$ cat config.mk
export PLATFORM = sky130hd
export DESIGN_NAME = alu_ctrl_stage_flat
export DESIGN_NICKNAME = d
export VERILOG_FILES = /design/src/rtl/alu_pkg.sv /design/src/rtl/alu_ctrl_stage_if.sv /design/src/rtl/alu_ctrl_stage_ctrl_decode.sv /design/src/rtl/alu_ctrl_stage.sv /design/src/flat_wrapper.sv
export SDC_FILE = /design/constraint.sdc
export NUM_CORES = 1
export LEC_CHECK = 0
export CORE_MARGIN = 2
export CORE_UTILIZATION = 51
export CTS_BUF_LIST = sky130_fd_sc_hd__clkbuf_2
export DETAILED_ROUTE_END_ITERATION = 10
export GPL_ROUTABILITY_DRIVEN = 0
export PLACE_DENSITY = 0.95
export RECOVER_POWER = 50
export SLEW_MARGIN = 10
export SYNTH_ARGS = -nofsm -noshare
export SYNTH_HDL_FRONTEND = slang
export SYNTH_HIERARCHICAL = 1
export SYNTH_SLANG_ARGS = --single-unit
$ cat constraint.sdc
create_clock -name clk -period 3.27 [get_ports clk]
set_input_delay 0.654 -clock clk [delete_from_list [all_inputs] [get_ports clk]]
set_output_delay 0.654 -clock clk [all_outputs]
set_load 0.02 [all_outputs]
$ cat src/rtl/alu_pkg.sv
// Shared encodings for the decode-side ALU control producer and the Execute ALU.
package alu_pkg;

  localparam logic [2:0] ALU_ADD = 3'b000;
  localparam logic [2:0] ALU_SUB = 3'b001;
  localparam logic [2:0] ALU_AND = 3'b010;
  localparam logic [2:0] ALU_OR  = 3'b011;
  localparam logic [2:0] ALU_XOR = 3'b100;
  localparam logic [2:0] ALU_SLL = 3'b101;
  localparam logic [2:0] ALU_SRL = 3'b110;
  localparam logic [2:0] ALU_SRA = 3'b111;

  localparam logic [6:0] OP_R      = 7'b0110011;
  localparam logic [6:0] OP_I      = 7'b0010011;
  localparam logic [6:0] OP_LOAD   = 7'b0000011;
  localparam logic [6:0] OP_STORE  = 7'b0100011;
  localparam logic [6:0] OP_BRANCH = 7'b1100011;
  localparam logic [6:0] OP_JAL    = 7'b1101111;
  localparam logic [6:0] OP_JALR   = 7'b1100111;
  localparam logic [6:0] OP_LUI    = 7'b0110111;
  localparam logic [6:0] OP_AUIPC  = 7'b0010111;

  localparam logic [1:0] SRCA_RS1  = 2'b00;
  localparam logic [1:0] SRCA_ZERO = 2'b01;
  localparam logic [1:0] SRCA_PC   = 2'b10;

  localparam logic [1:0] RES_ALU = 2'b00;
  localparam logic [1:0] RES_MEM = 2'b01;
  localparam logic [1:0] RES_PC4 = 2'b10;

  typedef struct packed {
    logic [2:0] alu_op;
    logic [1:0] src_a;
    logic       src_b;
    logic       reg_write;
    logic       mem_write;
    logic [1:0] result_src;
    logic       branch;
    logic       branch_ne;
    logic       jump;
  } ctrl_t;

endpackage

$ cat src/rtl/alu_ctrl_stage_if.sv
// Decode-to-Execute control bus; slave is the ID/EX stage, master is the pipeline around it.
interface alu_ctrl_stage_if #(
  parameter int XLEN  = 32,
  parameter int CNT_W = 8
);
  logic [31:0]      instr_d;
  logic             valid_d;
  logic             stall_e;
  logic             flush_e;
  logic             valid_e;
  logic [2:0]       ALUControl_e;
  logic [1:0]       ALUSrcA_e;
  logic             ALUSrcB_e;
  logic [XLEN-1:0]  imm_e;
  logic             RegWrite_e;
  logic             MemWrite_e;
  logic [1:0]       ResultSrc_e;
  logic             Branch_e;
  logic             BranchNe_e;
  logic             Jump_e;
  logic [4:0]       rs1_e;
  logic [4:0]       rs2_e;
  logic [4:0]       rd_e;
  logic             illegal_e;
  logic [CNT_W-1:0] illegal_cnt;

  modport slave (
    input  instr_d, valid_d, stall_e, flush_e,
    output valid_e, ALUControl_e, ALUSrcA_e, ALUSrcB_e, imm_e, RegWrite_e,
           MemWrite_e, ResultSrc_e, Branch_e, BranchNe_e, Jump_e,
           rs1_e, rs2_e, rd_e, illegal_e, illegal_cnt
  );

  modport master (
    output instr_d, valid_d, stall_e, flush_e,
    input  valid_e, ALUControl_e, ALUSrcA_e, ALUSrcB_e, imm_e, RegWrite_e,
           MemWrite_e, ResultSrc_e, Branch_e, BranchNe_e, Jump_e,
           rs1_e, rs2_e, rd_e, illegal_e, illegal_cnt
  );
endinterface

$ cat src/rtl/alu_ctrl_stage_ctrl_decode.sv
// Combinational RV32I decode: instruction -> ALU control bundle, immediate, illegal flag.
module ctrl_decode
  import alu_pkg::*;
#(
  parameter int XLEN = 32
) (
  input  logic [31:0]     instr,
  output ctrl_t           ctrl,
  output logic [XLEN-1:0] imm,
  output logic            illegal
);
  logic [6:0]  opcode;
  logic [2:0]  funct3;
  logic [6:0]  funct7;
  logic [31:0] imm32;

  assign opcode = instr[6:0];
  assign funct3 = instr[14:12];
  assign funct7 = instr[31:25];

  always_comb begin
    ctrl    = '0;
    imm32   = '0;
    illegal = 1'b0;
    case (opcode)
      OP_R: begin
        ctrl.reg_write = 1'b1;
        case (funct3)
          3'b000: ctrl.alu_op = funct7[5] ? ALU_SUB : ALU_ADD;
          3'b001: ctrl.alu_op = ALU_SLL;
          3'b100: ctrl.alu_op = ALU_XOR;
          3'b101: ctrl.alu_op = funct7[5] ? ALU_SRA : ALU_SRL;
          3'b110: ctrl.alu_op = ALU_OR;
          3'b111: ctrl.alu_op = ALU_AND;
          default: illegal = 1'b1;
        endcase
        // 0100000 is only meaningful for sub and sra
        if (funct7 == 7'b0100000) begin
          if (funct3 != 3'b000 && funct3 != 3'b101) illegal = 1'b1;
        end else if (funct7 != 7'b0000000) begin
          illegal = 1'b1;
        end
      end
      OP_I: begin
        ctrl.reg_write = 1'b1;
        ctrl.src_b     = 1'b1;
        imm32          = {{20{instr[31]}}, instr[31:20]};
        case (funct3)
          3'b000: ctrl.alu_op = ALU_ADD;
          3'b100: ctrl.alu_op = ALU_XOR;
          3'b110: ctrl.alu_op = ALU_OR;
          3'b111: ctrl.alu_op = ALU_AND;
          3'b001: begin
            ctrl.alu_op = ALU_SLL;
            imm32       = {27'd0, instr[24:20]};
          end
          3'b101: begin
            // shamt only, so funct7 bits never leak into the shift amount
            ctrl.alu_op = funct7[5] ? ALU_SRA : ALU_SRL;
            imm32       = {27'd0, instr[24:20]};
          end
          default: illegal = 1'b1;
        endcase
      end
      OP_LOAD: begin
        ctrl.alu_op     = ALU_ADD;
        ctrl.src_b      = 1'b1;
        ctrl.result_src = RES_MEM;
        ctrl.reg_write  = 1'b1;
        imm32           = {{20{instr[31]}}, instr[31:20]};
      end
      OP_STORE: begin
        ctrl.alu_op    = ALU_ADD;
        ctrl.src_b     = 1'b1;
        ctrl.mem_write = 1'b1;
        imm32          = {{20{instr[31]}}, instr[31:25], instr[11:7]};
      end
      OP_BRANCH: begin
        ctrl.alu_op = ALU_SUB;
        imm32       = {{19{instr[31]}}, instr[31], instr[7], instr[30:25], instr[11:8], 1'b0};
        case (funct3)
          3'b000: ctrl.branch = 1'b1;
          3'b001: begin
            ctrl.branch    = 1'b1;
            ctrl.branch_ne = 1'b1;
          end
          default: illegal = 1'b1;
        endcase
      end
      OP_JAL: begin
        ctrl.alu_op     = ALU_ADD;
        ctrl.src_a      = SRCA_PC;
        ctrl.src_b      = 1'b1;
        ctrl.jump       = 1'b1;
        ctrl.result_src = RES_PC4;
        ctrl.reg_write  = 1'b1;
        imm32 = {{11{instr[31]}}, instr[31], instr[19:12], instr[20], instr[30:21], 1'b0};
      end
      OP_JALR: begin
        ctrl.alu_op     = ALU_ADD;
        ctrl.src_a      = SRCA_RS1;
        ctrl.src_b      = 1'b1;
        ctrl.jump       = 1'b1;
        ctrl.result_src = RES_PC4;
        ctrl.reg_write  = 1'b1;
        imm32           = {{20{instr[31]}}, instr[31:20]};
      end
      OP_LUI: begin
        ctrl.alu_op    = ALU_ADD;
        ctrl.src_a     = SRCA_ZERO;
        ctrl.src_b     = 1'b1;
        ctrl.reg_write = 1'b1;
        imm32          = {instr[31:12], 12'd0};
      end
      OP_AUIPC: begin
        ctrl.alu_op    = ALU_ADD;
        ctrl.src_a     = SRCA_PC;
        ctrl.src_b     = 1'b1;
        ctrl.reg_write = 1'b1;
        imm32          = {instr[31:12], 12'd0};
      end
      default: illegal = 1'b1;
    endcase
    if (instr[11:7] == 5'd0) ctrl.reg_write = 1'b0;
  end

  assign imm = XLEN'($signed(imm32));

endmodule

$ cat src/rtl/alu_ctrl_stage.sv
// ID/EX control register: decodes instr_d and presents the ALU control bundle to Execute.
module alu_ctrl_stage
  import alu_pkg::*;
#(
  parameter int XLEN  = 32,
  parameter int CNT_W = 8
) (
  input logic              clk,
  input logic              rst,
  alu_ctrl_stage_if.slave  bus
);
  ctrl_t            dec_ctrl, ld_ctrl, ctrl_q;
  logic [XLEN-1:0]  dec_imm, ld_imm, imm_q;
  logic             dec_illegal, ld_valid, ld_illegal;
  logic [4:0]       ld_rs1, ld_rs2, ld_rd;
  logic             valid_q, illegal_q;
  logic [4:0]       rs1_q, rs2_q, rd_q;
  logic [CNT_W-1:0] cnt_q;

  ctrl_decode #(.XLEN(XLEN)) u_dec (
    .instr   (bus.instr_d),
    .ctrl    (dec_ctrl),
    .imm     (dec_imm),
    .illegal (dec_illegal)
  );

  // Invalid or illegal instructions enter E as a fully zeroed bubble
  always_comb begin
    ld_valid   = bus.valid_d & ~dec_illegal;
    ld_illegal = bus.valid_d & dec_illegal;
    ld_ctrl    = ld_valid ? dec_ctrl : '0;
    ld_imm     = ld_valid ? dec_imm : '0;
    ld_rs1     = ld_valid ? bus.instr_d[19:15] : 5'd0;
    ld_rs2     = ld_valid ? bus.instr_d[24:20] : 5'd0;
    ld_rd      = ld_valid ? bus.instr_d[11:7] : 5'd0;
  end

  always_ff @(posedge clk) begin
    if (rst) begin
      valid_q   <= 1'b0;
      illegal_q <= 1'b0;
      ctrl_q    <= '0;
      imm_q     <= '0;
      rs1_q     <= '0;
      rs2_q     <= '0;
      rd_q      <= '0;
      cnt_q     <= '0;
    end else if (bus.flush_e) begin
      valid_q   <= 1'b0;
      illegal_q <= 1'b0;
      ctrl_q    <= '0;
      imm_q     <= '0;
      rs1_q     <= '0;
      rs2_q     <= '0;
      rd_q      <= '0;
    end else if (!bus.stall_e) begin
      valid_q   <= ld_valid;
      illegal_q <= ld_illegal;
      ctrl_q    <= ld_ctrl;
      imm_q     <= ld_imm;
      rs1_q     <= ld_rs1;
      rs2_q     <= ld_rs2;
      rd_q      <= ld_rd;
      if (ld_illegal && cnt_q != '1) cnt_q <= cnt_q + CNT_W'(1);
    end
  end

  assign bus.valid_e      = valid_q;
  assign bus.illegal_e    = illegal_q;
  assign bus.ALUControl_e = ctrl_q.alu_op;
  assign bus.ALUSrcA_e    = ctrl_q.src_a;
  assign bus.ALUSrcB_e    = ctrl_q.src_b;
  assign bus.imm_e        = imm_q;
  assign bus.RegWrite_e   = ctrl_q.reg_write;
  assign bus.MemWrite_e   = ctrl_q.mem_write;
  assign bus.ResultSrc_e  = ctrl_q.result_src;
  assign bus.Branch_e     = ctrl_q.branch;
  assign bus.BranchNe_e   = ctrl_q.branch_ne;
  assign bus.Jump_e       = ctrl_q.jump;
  assign bus.rs1_e        = rs1_q;
  assign bus.rs2_e        = rs2_q;
  assign bus.rd_e         = rd_q;
  assign bus.illegal_cnt  = cnt_q;

endmodule

$ cat src/flat_wrapper.sv
// flat-port wrapper written by rule: the top's interface ports become plain ports
module alu_ctrl_stage_flat import alu_pkg::*;
#(
  parameter int XLEN  = 32,
  parameter int CNT_W = 8
)
  (clk, rst, bus_instr_d, bus_valid_d, bus_stall_e, bus_flush_e, bus_valid_e, bus_ALUControl_e, bus_ALUSrcA_e, bus_ALUSrcB_e, bus_imm_e, bus_RegWrite_e, bus_MemWrite_e, bus_ResultSrc_e, bus_Branch_e, bus_BranchNe_e, bus_Jump_e, bus_rs1_e, bus_rs2_e, bus_rd_e, bus_illegal_e, bus_illegal_cnt);
  alu_ctrl_stage_if #(.XLEN(XLEN), .CNT_W(CNT_W)) bus_i ();
  input logic clk;
  input logic rst;
  input wire logic [$bits(bus_i.instr_d)-1:0] bus_instr_d;
  input wire logic [$bits(bus_i.valid_d)-1:0] bus_valid_d;
  input wire logic [$bits(bus_i.stall_e)-1:0] bus_stall_e;
  input wire logic [$bits(bus_i.flush_e)-1:0] bus_flush_e;
  output wire logic [$bits(bus_i.valid_e)-1:0] bus_valid_e;
  output wire logic [$bits(bus_i.ALUControl_e)-1:0] bus_ALUControl_e;
  output wire logic [$bits(bus_i.ALUSrcA_e)-1:0] bus_ALUSrcA_e;
  output wire logic [$bits(bus_i.ALUSrcB_e)-1:0] bus_ALUSrcB_e;
  output wire logic [$bits(bus_i.imm_e)-1:0] bus_imm_e;
  output wire logic [$bits(bus_i.RegWrite_e)-1:0] bus_RegWrite_e;
  output wire logic [$bits(bus_i.MemWrite_e)-1:0] bus_MemWrite_e;
  output wire logic [$bits(bus_i.ResultSrc_e)-1:0] bus_ResultSrc_e;
  output wire logic [$bits(bus_i.Branch_e)-1:0] bus_Branch_e;
  output wire logic [$bits(bus_i.BranchNe_e)-1:0] bus_BranchNe_e;
  output wire logic [$bits(bus_i.Jump_e)-1:0] bus_Jump_e;
  output wire logic [$bits(bus_i.rs1_e)-1:0] bus_rs1_e;
  output wire logic [$bits(bus_i.rs2_e)-1:0] bus_rs2_e;
  output wire logic [$bits(bus_i.rd_e)-1:0] bus_rd_e;
  output wire logic [$bits(bus_i.illegal_e)-1:0] bus_illegal_e;
  output wire logic [$bits(bus_i.illegal_cnt)-1:0] bus_illegal_cnt;
  assign bus_i.instr_d = bus_instr_d;
  assign bus_i.valid_d = bus_valid_d;
  assign bus_i.stall_e = bus_stall_e;
  assign bus_i.flush_e = bus_flush_e;
  assign bus_valid_e = bus_i.valid_e;
  assign bus_ALUControl_e = bus_i.ALUControl_e;
  assign bus_ALUSrcA_e = bus_i.ALUSrcA_e;
  assign bus_ALUSrcB_e = bus_i.ALUSrcB_e;
  assign bus_imm_e = bus_i.imm_e;
  assign bus_RegWrite_e = bus_i.RegWrite_e;
  assign bus_MemWrite_e = bus_i.MemWrite_e;
  assign bus_ResultSrc_e = bus_i.ResultSrc_e;
  assign bus_Branch_e = bus_i.Branch_e;
  assign bus_BranchNe_e = bus_i.BranchNe_e;
  assign bus_Jump_e = bus_i.Jump_e;
  assign bus_rs1_e = bus_i.rs1_e;
  assign bus_rs2_e = bus_i.rs2_e;
  assign bus_rd_e = bus_i.rd_e;
  assign bus_illegal_e = bus_i.illegal_e;
  assign bus_illegal_cnt = bus_i.illegal_cnt;
  alu_ctrl_stage #(.XLEN(XLEN), .CNT_W(CNT_W)) u_core (.clk(clk), .rst(rst), .bus(bus_i));
endmodule
* After elaboration in Yosys (flattened, before gate mapping)
Cells that the tools add are included.
** Storage, ports and cells
- Register bits after elaboration :: 70
- Logic and storage cells :: 85
** Operators by class
- Add/sub/neg operators :: 1
- Equal/unequal tests :: 17
- Multiplexer cells :: 28
- Bitwise operators :: 5
- Reductions and logical operators :: 18
** Operators by type and width (number)
- $pmux W32 S6 :: 1
- $mux W32 :: 2
- $eq A7 B6 Y1 const B :: 4
- $eq A7 B7 Y1 const B :: 3
- $pmux W3 S6 :: 1
- $mux W5 :: 3
- $pmux W3 S5 :: 1
- $eq A7 B5 Y1 const B :: 2
- $mux W1 :: 14
- $reduce_or A2 Y1 :: 7
- $reduce_or A7 Y1 :: 2
- $mux W13 :: 1
- $eq A3 B3 Y1 const B :: 4
- $reduce_or A6 Y1 :: 2
- $pmux W3 S3 :: 1
- $add A8 B1 Y8 const B :: 1
- $ne A8 B8 Y1 const B :: 1
- $pmux W2 S2 :: 2
- $eq A7 B2 Y1 const B :: 1
- $reduce_bool A7 Y1 :: 1
- $logic_not A5 Y1 :: 1
- $pmux W1 S4 :: 1
- $eq A3 B1 Y1 const B :: 1
- $logic_not A3 Y1 :: 1
- other kinds (7) :: 11

* Logic depth before layout (Yosys ltp)
- Depth after elaboration :: 9
- Mapped depth :: 10
- Depth with buffers taken out :: 8

* Cells and area by module
Netlist, hierarchy kept.
** Modules (own cells, without submodules)
- alu_ctrl_stage :: instances 1, cells each 253, area each 2437.3 µm²
- ctrl_decode :: instances 1, cells each 130, area each 873.3 µm²

* Worst setup path after synthesis
No wires, ideal clock.
- Path type :: input port to flip-flop
- Start point :: input bus_instr_d[14]
- End point :: register u_core.cnt_q[7] (netlist: u_core/bus.illegal_cnt[7])
- Setup time :: 70 ps
- Arrival :: 2340 ps
- Required time :: 3200 ps
- Path slack :: 860 ps
- Cell stages on the path :: 9
- Path buffers :: 1
- Cell sequence :: clkbuf_1 > xor2_1 > o21ai_0 > a311o_1 > nand2_1 > and4bb_2 > o211ai_2 > or3_1 > a21oi_1
** Between the ends
- Word-level cells in the longest chain between the ends :: 9
- Elaborated cells between the ends (all ways) :: 20
** RTL lines
- start, declared :: RTL line flat_wrapper.sv:11 : input wire logic [$bits(bus_i.instr_d)-1:0] bus_instr_d;
- $eq A3 B1 Y1, or another cell as far along :: RTL line alu_ctrl_stage_ctrl_decode.sv:28, alu_ctrl_stage_ctrl_decode.sv:48, alu_ctrl_stage_ctrl_decode.sv:81
- $reduce_or A6 Y1 (no line)
- $mux W1 :: RTL line alu_ctrl_stage_ctrl_decode.sv:28, alu_ctrl_stage_ctrl_decode.sv:48
- $mux W1 (on tied branches) :: RTL line alu_ctrl_stage_ctrl_decode.sv:40, alu_ctrl_stage_ctrl_decode.sv:39
- $mux W1 :: RTL line alu_ctrl_stage_ctrl_decode.sv:38 : if (funct7 == 7'b0100000) begin
- $pmux W1 S4 * :: RTL line alu_ctrl_stage_ctrl_decode.sv:25 : case (opcode)
- net u_core.dec_illegal :: RTL line alu_ctrl_stage.sv:14 : logic dec_illegal, ld_valid, ld_illegal;
- $and A1 B1 Y1 * :: RTL line alu_ctrl_stage.sv:30 : ld_illegal = bus.valid_d & dec_illegal;
- $logic_and A1 B1 Y1 * :: RTL line alu_ctrl_stage.sv:64 : if (ld_illegal && cnt_q != '1) cnt_q <= cnt_q + CNT_W'(1);
- $reduce_and A3 Y1 (no line) *
- end signal, assigned :: RTL line alu_ctrl_stage.sv:64
- end, declared :: RTL line alu_ctrl_stage.sv:18 : logic [CNT_W-1:0] cnt_q;
Mark *: on every way through the listed nets, which the timed path passes. The rest lies on a longest branch.
A chain may end at the register's enable or synchronous reset.

* Worst setup path in the final report
- Start point :: input bus_instr_d[2]
- End point :: register u_core.ctrl_q, in the netlist u_core/bus.RegWrite_e
** Between the ends
- Word-level cells in the longest chain between the ends :: 6
- Elaborated cells between the ends (all ways) :: 17
** RTL lines
- $eq A7 B7 Y1, or another cell as far along :: RTL line alu_ctrl_stage_ctrl_decode.sv:25
- $reduce_or A6 Y1 (no line)
- $pmux W1 S4 * :: RTL line alu_ctrl_stage_ctrl_decode.sv:25
- net u_core.dec_illegal :: RTL line alu_ctrl_stage.sv:14
- $not A1 Y1 * :: RTL line alu_ctrl_stage.sv:29 : ld_valid = bus.valid_d & ~dec_illegal;
- $and A1 B1 Y1 * :: RTL line alu_ctrl_stage.sv:29
- $mux W13 * :: RTL line alu_ctrl_stage.sv:31 : ld_ctrl = ld_valid ? dec_ctrl : '0;
- end signal, assigned :: RTL line alu_ctrl_stage.sv:59 : ctrl_q <= ld_ctrl;
- end, declared :: RTL line alu_ctrl_stage.sv:12 : ctrl_t dec_ctrl, ld_ctrl, ctrl_q;
Marks and branches as above.

==> impl_metrics.yaml <==
critical_path:
  timing.rr.end: "u_core/bus.illegal_cnt[5]"
  rrSetupSlack_ps: 1830
  cp_slowest_stage_delay_ps: 710
  critPathMaxFanout: 57
  startpoint_type: "primary input"
  path_cells: "dlygate4sd3_1, nand4bb_1, or2_1, a22oi_1, nand2_1, nor3b_4, buf_12, a22oi_1, nor2_1"
  cp_common_cell: "a22oi_1"
  crit_start: "bus_instr_d[2]"
  r2r_cells: 5
  cp.arrival_ps: 3200
  critPathKind: "primary input to flip-flop"
  cp_slowest_cell: "dlygate4sd3_1"
  cp-end-kind: "flip-flop"
  cp.required_ps: 3720
  r2r-start: "u_core/bus.illegal_cnt[0]"
pwr:
  ir_drop_mv: 0.2617
  power_density_nw_per_um2: 350.6
  p_leak_uw: 0.001986
sta:
  slew_violations: 0
  tns_ps: 0
  skew_ps: 2.845
  period_share_pct: 84.18
  fin_hold_ws_ps: 529.0
  layout_min_cycle_time_ps: 2753
  max_slew_margin_pct: 58.35
  hold_viol_final: 0
  setup-violations-final: 0
  fmax_mhz: 363.3
  max_slew.worst_pin.slew_ps: 624.8
  rsz0062_at_grt: "false"
yosys:
  synth_area_leader_cell: "dfxtp_1"
  yosys_warnings: 6
  syn_nets: 421
  synth_top_area_share_pct: 42.33
  syn_inst: 383
  synth_edf_count: 0
  netlist_area_um2: 3311
  synth.avg_cell_area_um2: 8.644
  ys_ff_latch: 70
  async_flop_share_pct: 0
  ys.flop_type: "dfxtp_1"
  ys_types: 56
  yosysSeqAreaShare_pct: 42.33
  synthTopCellsByArea: "dfxtp_1 42%, a22oi_1 14%, nor2_1 9.1%"
clock_tree:
  ctsHtreeMaxLevel: 3
  ctsRootBufferMaster: "clkbuf_2"
  cts_tree: "done"
  clk_latency_ps: 520
  ctsLongestPathBuffers: 2
  cts_buffers: 9
  post_cts_buffers: 0
  clk_pin_slew_ps: 190
  cts_sinks: 70
  ctsHoldBuffers: 0
  ctsResizeCount: 0
finish:
  layout_common_cells: "80 x nor2_1, 70 x dlygate4sd3_1, 70 x dfxtp_1"
  layout.nets: 521
  final_common_cell: "nor2_1"
  layout-area-overhead-vs-synth_pct: 37.98
  stdcell_count: 565
  n_antenna_cell: 0
  drive_above_1_share_pct: 9.426
outcome:
  outcome: "finished clean"
min_path:
  min_to: "u_core/bus.imm_e[18]"
  hp-class: "flip-flop to flip-flop"
  whs_path_depth: 2
  holdCritStartpoint: "u_core/bus.imm_e[18]"
routing:
  via_count: 3469
  drt-initial-drc-count: 346
  ant_nets: 0
  viasPerCell: 6.140
  wl_per_cell_um: 17.23
  dr.pass1.iters: 5
  drc: 0
  wl_um: 9734
floorplanning:
  die_x_um: 84.57
  die_y_um: 84.57
  core_area_um2: 6314
  start_util_pct: 52.44
  fp-row-count: 29
  dieArea_um2: 7152
  ios: 107
placement:
  dp_cells: 549
  portBuffers: 106
  hpwl_um: 6897
global_route:
  grt_pass1_wl_um: 15390
  grt_pass1_vias: 3318
  overflow: 0
  grt_max_degree: 63
  antenna_found_initial: 0
  grt_usage_pct: 26.57
run:
  maxCapViolCount: 0
-- cells by family (layout without fill, tap and decap cells) --
group	count (synthesis)	after routing	share of synthesized area (%)
and+or+nand+nor	148	148	22.03
xor gates and xnor gates	6	6	1.587
adders and majority gates	1	1	0.3779
AOI/OAI and AO/OA	121	121	27.85
buffers and inverters	35	140	5.215
muxes	2	2	0.6047
DFF	70	70	42.33
-- per-layer routing --
metal	GRT usage [%]	wire length, µm	part of all wire (%)
met5	0	0	0
met4	13.71	333	3.4
met3	7.866	906	9.3
met2	43.31	4628	48
met1	31.71	3865	40
-- registers in the layout (all words and copies together), names as in the netlist --
signal / cells
u_core/bus.RegWrite_e: 1
u_core/bus.rs1_e: 5
u_core/bus.MemWrite_e: 1
u_core/bus.ALUSrcB_e: 1
u_core/bus.ALUSrcA_e: 2
u_core/bus.ALUControl_e: 3
u_core/bus.imm_e: 32
u_core/bus.rs2_e: 5
u_core/bus.Branch_e: 1
u_core/bus.valid_e: 1
u_core/bus.ResultSrc_e: 2
u_core/bus.BranchNe_e: 1
u_core/bus.illegal_e: 1
u_core/bus.illegal_cnt: 8
u_core/bus.Jump_e: 1
u_core/bus.rd_e: 5
-- per-stage QoR --
step	cell area, µm²	setup WS, ps	power [µW]	util (%)
after floorplan	3311	860.3	964.5	-
after global placement	4433	247.7	1045	70.21
after detailed placement	4433	134.9	1049	70.21
after CTS	4568	697.8	1610	72.35
after global routing	4568	510.9	1662	72.35
final	4568	517.5	1601	72.35
-- where the power goes --
| group | internal (µW) | leakage, µW | switching, µW |
|---|---|---|---|
| sequential | 856 | 0.000564 | 1.50 |
| combinational | 78.6 | 0.00134 | 99.0 |
| clock | 255 | 0.0000800 | 311 |
| total | 1190 | 0.00199 | 411 |
-- synth_stat cells (2+ instances only) --
master,count
clkbuf_1,13
or2_1,2
nand2b_1,4
a22o_1,5
o21ai_0,8
a22oi_1,61
a21oi_1,11
buf_6,2
buf_2,13
and3_1,4
nor2_1,80
nor3_1,2
or2_2,2
nand4_1,2
and3b_1,2
nor4_1,2
dfxtp_1,70
mux2i_1,2
nand3_1,8
clkbuf_2,2
o211ai_1,2
buf_4,2
nand2_1,14
nor2b_1,9
inv_1,3
xor2_1,6
or3_1,3
a21o_1,19
and2_1,3
-- critical path, delay by kind of cell --
kind                   cells  cell delay (ps)
AND/OR/NAND/NOR            5             1220
AO/OA/AOI/OAI              2              310
buffers and inverters      2              990
-- area by class of cell --
| class | instances | area (µm²) |
|---|---|---|
| Fill cell | 470 | 1745 |
| Multi-Input combinational cell | 278 | 1743 |
| Sequential cell | 70 | 1401 |
| Timing Repair Buffer | 121 | 1181 |
| Tap cell | 77 | 96.34 |
| Clock inverter | 6 | 85.08 |
| Clock buffer | 10 | 50.05 |
| Inverter | 3 | 11.26 |
-- worst max path at each step --
stage / to / slack [ps] / cells past startpoint
CTS: u_core/bus.ALUControl_e[2] / 700 / 9
floorplan: u_core/bus.illegal_cnt[7] / 860 / 9
global placement: u_core/bus.illegal_cnt[1] / 250 / 9
detailed placement: u_core/bus.rs2_e[1] / 130 / 9
global route: u_core/bus.BranchNe_e / 510 / 9
finish: u_core/bus.RegWrite_e / 520 / 9
No activity file was read; power rests on OpenSTA's default activity.
